### src/rtl/mem_port_arbiter.sv
// -----------------------------------------------------------------------------
// mem_port_arbiter
//
// Round-robin arbiter and sequencer for the single shared 32-bit memory port.
// Requester A is instruction fetch, requester B is the load/store unit. One
// requester wins per transaction. Its address, write data and write enable are
// registered toward memory and held until MemAck arrives or the wait counter
// expires. The winner then gets a one-cycle DoneX (or ErrX) pulse.
//
// Handshake: ReqX is a level that the requester holds until it sees DoneX or
// ErrX. The block answers every granted request with exactly one of those
// pulses, unless reset intervenes. The DONE state ignores all requests for one
// cycle so the finishing requester can drop ReqX. On the memory side, MemReq
// stays high for the whole transaction. MemAck is a single-cycle strobe that
// counts only while a grant is active.
//
// Parameters:
//   TIMEOUT    cycles of MemReq without MemAck before aborting (1..255)
// Ports:
//   Clk, Rst_n            clock, synchronous active-low reset
//   ReqA/ReqB             request levels
//   AddrA/AddrB           request addresses
//   WrA/WrB               1 = write, 0 = read
//   WrDataA/WrDataB       write data
//   MemAck, MemRdData     memory completion strobe and read data
//   Sel                   shared 2:1 mux select (0 = A, 1 = B)
//   MemReq, MemWr         registered transaction-active and write enable
//   MemAddr, MemWrData    registered address and write data
//   RdData                captured read data, held between transactions
//   DoneA/DoneB           one-cycle completion pulses
//   ErrA/ErrB             one-cycle timeout pulses
//   Busy                  high in every state other than IDLE
//   DbgState              current FSM state (0 IDLE, 1 GNT_A, 2 GNT_B, 3 DONE)
// -----------------------------------------------------------------------------
module mem_port_arbiter #(
    parameter int TIMEOUT = 16
) (
    input  logic        Clk,
    input  logic        Rst_n,
    input  logic        ReqA,
    input  logic        ReqB,
    input  logic [31:0] AddrA,
    input  logic [31:0] AddrB,
    input  logic        WrA,
    input  logic        WrB,
    input  logic [31:0] WrDataA,
    input  logic [31:0] WrDataB,
    input  logic        MemAck,
    input  logic [31:0] MemRdData,
    output logic        Sel,
    output logic        MemReq,
    output logic        MemWr,
    output logic [31:0] MemAddr,
    output logic [31:0] MemWrData,
    output logic [31:0] RdData,
    output logic        DoneA,
    output logic        DoneB,
    output logic        ErrA,
    output logic        ErrB,
    output logic        Busy,
    output logic [1:0]  DbgState
);

    typedef enum logic [1:0] {
        IDLE  = 2'd0,
        GNT_A = 2'd1,
        GNT_B = 2'd2,
        DONE  = 2'd3
    } state_t;

    // Last wait-counter value before aborting: MemReq is then high for
    // exactly TIMEOUT cycles.
    localparam logic [7:0] WAIT_LAST = 8'(TIMEOUT - 1);

    state_t     state;
    logic       last_gnt;   // 0 = A won last, 1 = B won last
    logic [7:0] wait_cnt;
    logic       pick_b;

    // B wins when it is the only requester, or on a tie when A won last.
    assign pick_b   = ReqB & (~ReqA | ~last_gnt);
    assign DbgState = state;

    always_ff @(posedge Clk) begin
        if (!Rst_n) begin
            state     <= IDLE;
            last_gnt  <= 1'b1;  // A wins the first tie
            wait_cnt  <= 8'd0;
            Sel       <= 1'b0;
            MemReq    <= 1'b0;
            MemWr     <= 1'b0;
            MemAddr   <= 32'h0;
            MemWrData <= 32'h0;
            RdData    <= 32'h0;
            DoneA     <= 1'b0;
            DoneB     <= 1'b0;
            ErrA      <= 1'b0;
            ErrB      <= 1'b0;
            Busy      <= 1'b0;
        end else begin
            // Completion/error strobes last one cycle unless set below.
            DoneA <= 1'b0;
            DoneB <= 1'b0;
            ErrA  <= 1'b0;
            ErrB  <= 1'b0;
            case (state)
                IDLE: begin
                    if (ReqA || ReqB) begin
                        state     <= pick_b ? GNT_B : GNT_A;
                        Sel       <= pick_b;
                        MemAddr   <= pick_b ? AddrB   : AddrA;
                        MemWrData <= pick_b ? WrDataB : WrDataA;
                        MemWr     <= pick_b ? WrB     : WrA;
                        MemReq    <= 1'b1;
                        last_gnt  <= pick_b;
                        wait_cnt  <= 8'd0;
                        Busy      <= 1'b1;
                    end
                end
                GNT_A, GNT_B: begin
                    // An ack on the last allowed cycle still completes normally.
                    if (MemAck) begin
                        state  <= DONE;
                        MemReq <= 1'b0;
                        if (!MemWr) begin
                            RdData <= MemRdData;
                        end
                        DoneA <= (state == GNT_A);
                        DoneB <= (state == GNT_B);
                    end else if (wait_cnt == WAIT_LAST) begin
                        state  <= DONE;
                        MemReq <= 1'b0;
                        ErrA   <= (state == GNT_A);
                        ErrB   <= (state == GNT_B);
                    end else begin
                        wait_cnt <= wait_cnt + 8'd1;
                    end
                end
                DONE: begin
                    state <= IDLE;
                    Busy  <= 1'b0;
                end
                default: begin
                    state <= IDLE;
                    Busy  <= 1'b0;
                end
            endcase
        end
    end

endmodule

### config.mk
export PLATFORM = sky130hd
export DESIGN_NAME = mem_port_arbiter
export DESIGN_NICKNAME = d
export VERILOG_FILES = /design/src/rtl/mem_port_arbiter.sv
export SDC_FILE = /design/constraint.sdc
export NUM_CORES = 1
export LEC_CHECK = 0
export BUFFER_PORTS_ARGS = -buffer_cell sky130_fd_sc_hd__clkbuf_2
export CORE_ASPECT_RATIO = 0.6
export CORE_MARGIN = 1.5
export CORE_UTILIZATION = 45
export DETAILED_ROUTE_END_ITERATION = 12
export HOLD_SLACK_MARGIN = 0.15
export PLACE_DENSITY_LB_ADDON = 0.08
export SYNTH_ARGS = -nofsm -noshare
export SYNTH_HDL_FRONTEND = slang
export SYNTH_SLANG_ARGS = --single-unit
### constraint.sdc
create_clock -name Clk -period 2.25 [get_ports Clk]
set_input_delay 0.1125 -clock Clk [delete_from_list [all_inputs] [get_ports Clk]]
set_output_delay 0.1125 -clock Clk [all_outputs]
set_load 0.1 [all_outputs]
==> metrics.txt <==
peak supply drop=913 uV; Cell variety after synth=43; Synth Area in Compound Gates=0.215; top cell family by delay on the critical path=buffers and inverters; period utilization=1.01; Hold Violations, Final=0; top cells by area, synth=dfxtp_1 45%, mux2i_1 13%, o211a_1 13%; Synth-to-Final Area Change=74.4%; failing checks=setup timing; CTS Buffer Depth=2; worst slack at placement=0.257 ns; post-synthesis net count=707; Hold WC Path Type=primary input to flip-flop; total track usage=0.300; clock network latency to the later pin of the worst-skew pair=0.40 ns; Pre-antenna DRT Iters=5; max-slew violations=0; fillers=631; vias in the first global route=5899; CP Data Required Time=2.54 ns; DR vias=5799; final antenna-violating net count=0; synth warn=0; startpoint type of the worst setup path=primary input; internal power=6.02 mW; initial antenna violation count=0; Die ar.=0.0119 mm2; Clk pwr share=0.211; Worst setup EP type=flip-flop; top-area cell type share of the netlist area=0.454; worst rel slew slack=0.614; TritonCTS buffer count=17; Setup WS post-layout=-0.0183 ns; clock root cell=clkbuf_16; Rows=29; clock slew at reported path FFs=0.05 ns; total grt overflow=0; Adder-Cell Fraction of Synth Area=0.0123; layout cells sized above 1=0.334; die span in x=140 um; dpl cells=909; Inserted Diodes=0; Tot Pwr=13.0 mW; Worst EP arrival=2.55 ns; leading area contributor after synthesis=dfxtp_1; endpoints failing setup=1; P_leak=4.60 nW; Sink Count=115; RSZ-0062 raised after global routing=true; drt initial violations=307; Sw Share=0.536; Post-Synth XOR/XNOR Area=0.00173; crit path cell chain=dlygate4sd3_1 -> clkbuf_4 -> a21boi_4 -> clkbuf_8 -> mux2i_1 -> dlygate4sd3_1 -> nand2_1 -> o211a_1; largest net degree at the start of global routing=85; chip height=85.2 um; # IOs=273; # DRC=0; drt via density=5.22; WS Path Type=primary input to flip-flop; Top FF cell, synth=dfxtp_1; Core ar.=0.0108 mm2; HPWL Detailed=10000 um; Comb power frac=0.560; global-route wire length before repair=28000 um; status=complete, but fails checks; Synth Cell Area=0.00507 mm2; Initial Utilization=0.470; worst slew pin tran=0.582 ns; largest family of logic cells by synthesized area=compound AO/OA/AOI/OAI gates; Final GP Congestion=0.826; PwrDens=1470 mW/mm2; max_cap viols=0; WL/cell=16.8 um; clock period minus worst slack=2.27 ns; Syn Area/Cell=9.47 um2; Seq cells post-synth=115; critical-path maximum fanout=33; register share of total power=0.229; Worst path slowest cell=dlygate4sd3_1; FMAX=0.441 GHz; CTS tree=built; Synth Instances=535; max incr delay on CP=0.57 ns; non-filler instance count after layout=1110; sequential share of the synthesized area=0.454; Post-synth EDFFs=0; H-tree levels=4; area share of and/or/nand/nor cells after synthesis=0.144; PortBufs=272; Critical Path Most Common Cell=dlygate4sd3_1; sw power=6.97 mW; Clock Skew=0.00857 ns; final WL=18700 um; Layout Nets=1130; post-synthesis mux area share=0.130; hold slack=0.181 ns; Async SR Flop Fraction=0; Critical path buffers and inverters=4
-- placed cells by master (no fill, tap or decap), drive strengths merged, types with 6 or more instances in the layout --
master,n
mux2i,66
clkbuf,295
o211a,65
a21boi,35
dfxtp,115
inv,6
dlygate4sd3,165
nand2,142
nand3,7
buf,9
-- final cells by class --
| cell class | count | area, um2 | share of cell area |
|---|---|---|---|
| Multi-Input combinational cell | 371 | 2580 | 0.292 |
| Clock inverter | 10 | 130 | 0.0147 |
| Inverter | 6 | 22.5 | 0.00255 |
| Sequential cell | 115 | 2300 | 0.261 |
| Tap cell | 139 | 174 | 0.0197 |
| Clock buffer | 22 | 474 | 0.0536 |
| Timing Repair Buffer | 447 | 3160 | 0.357 |
-- stage by stage --
| step | area, um2 | setup TNS, ns | util |
|---|---|---|---|
| after floorplan | 5070 | 0 | - |
| after global placement | 6540 | 0 | 0.606 |
| after detailed placement | 6540 | 0 | 0.606 |
| after CTS | 8790 | 0 | 0.816 |
| after global routing | 8840 | -0.167 | 0.820 |
| final | 8840 | -0.0183 | 0.820 |
-- final timing paths --
path                            slack, ns            end  cells after the start       start
worst max-delay path                -0.02  MemWrData[21]                      8        ReqB
worst max register to register       0.10  MemWrData[21]                      6    last_gnt
worst min register to register       0.46     RdData[15]                      2  RdData[15]
worst min-delay path                 0.18       last_gnt                      3        ReqA
-- Yosys cell counts (all sizes together) (3+ instances only) --
library cell  instances
a21boi               35
a21oi                 4
a22oi                 3
buf                  12
clkbuf               31
dfxtp               115
ha                    5
inv                   6
mux2i                66
nand2               142
nand2b                3
nand3                 7
nor2                  5
nor3                  3
o211a                65
o21a                  3
o21ai                 5
-- worst reg2reg max path, delay by kind of cell, from the launching register on --
kind,cells,cell delay (ns)
DFF,1,0.34
AOI/OAI and AO/OA,2,0.36
buffers and inverters,2,1.00
and+or+nand+nor,1,0.08
muxes,1,0.25
-- kinds of logic after synthesis --
| logic type | after synthesis |
|---|---|
| mux | 66 |
| buf+inv | 49 |
| fa+ha+maj | 5 |
| simple gates | 174 |
| flops | 115 |
| xor+xnor | 1 |
| compound gates | 125 |
-- layer usage --
metal	global-route usage	vias up	routed length, um
li1	-	2729	-
met1	0.305	2766	7080
met2	0.574	252	9820
met3	0.0835	52	1290
met4	0.140	0	497
met5	0	-	0
-- power groups by stage --
| stage | clock, mW | sequential (mW) | combinational, mW |
|---|---|---|---|
| after floorplan | 0 | 6.89 | 1.70 |
| after global placement | 0 | 2.95 | 6.73 |
| after detailed placement | 0 | 2.97 | 6.81 |
| after CTS | 2.77 | 2.94 | 7.14 |
| after global routing | 2.88 | 3.03 | 7.55 |
| final | 2.74 | 2.97 | 7.28 |
-- timing repair --
| action | 4_1_cts | 5_1_grt |
|---|---|---|
| buffers inserted | 0 | 2 |
| setup endpoints to repair | 0 | 50 |
| hold buffers | 165 | 0 |
| resized for setup | 0 | 6 |
| endpoints found under the hold margin | 104 | 0 |
-- flip-flops by register name (all words and copies together), names as in the netlist --
signal / cells
MemAddr: 32
MemWrData: 32
RdData: 32
wait_cnt: 8
DbgState: 2
Busy: 1
DoneA: 1
DoneB: 1
ErrA: 1
ErrB: 1
MemReq: 1
MemWr: 1
Sel: 1
last_gnt: 1
Power figures use the tool's default switching activity.
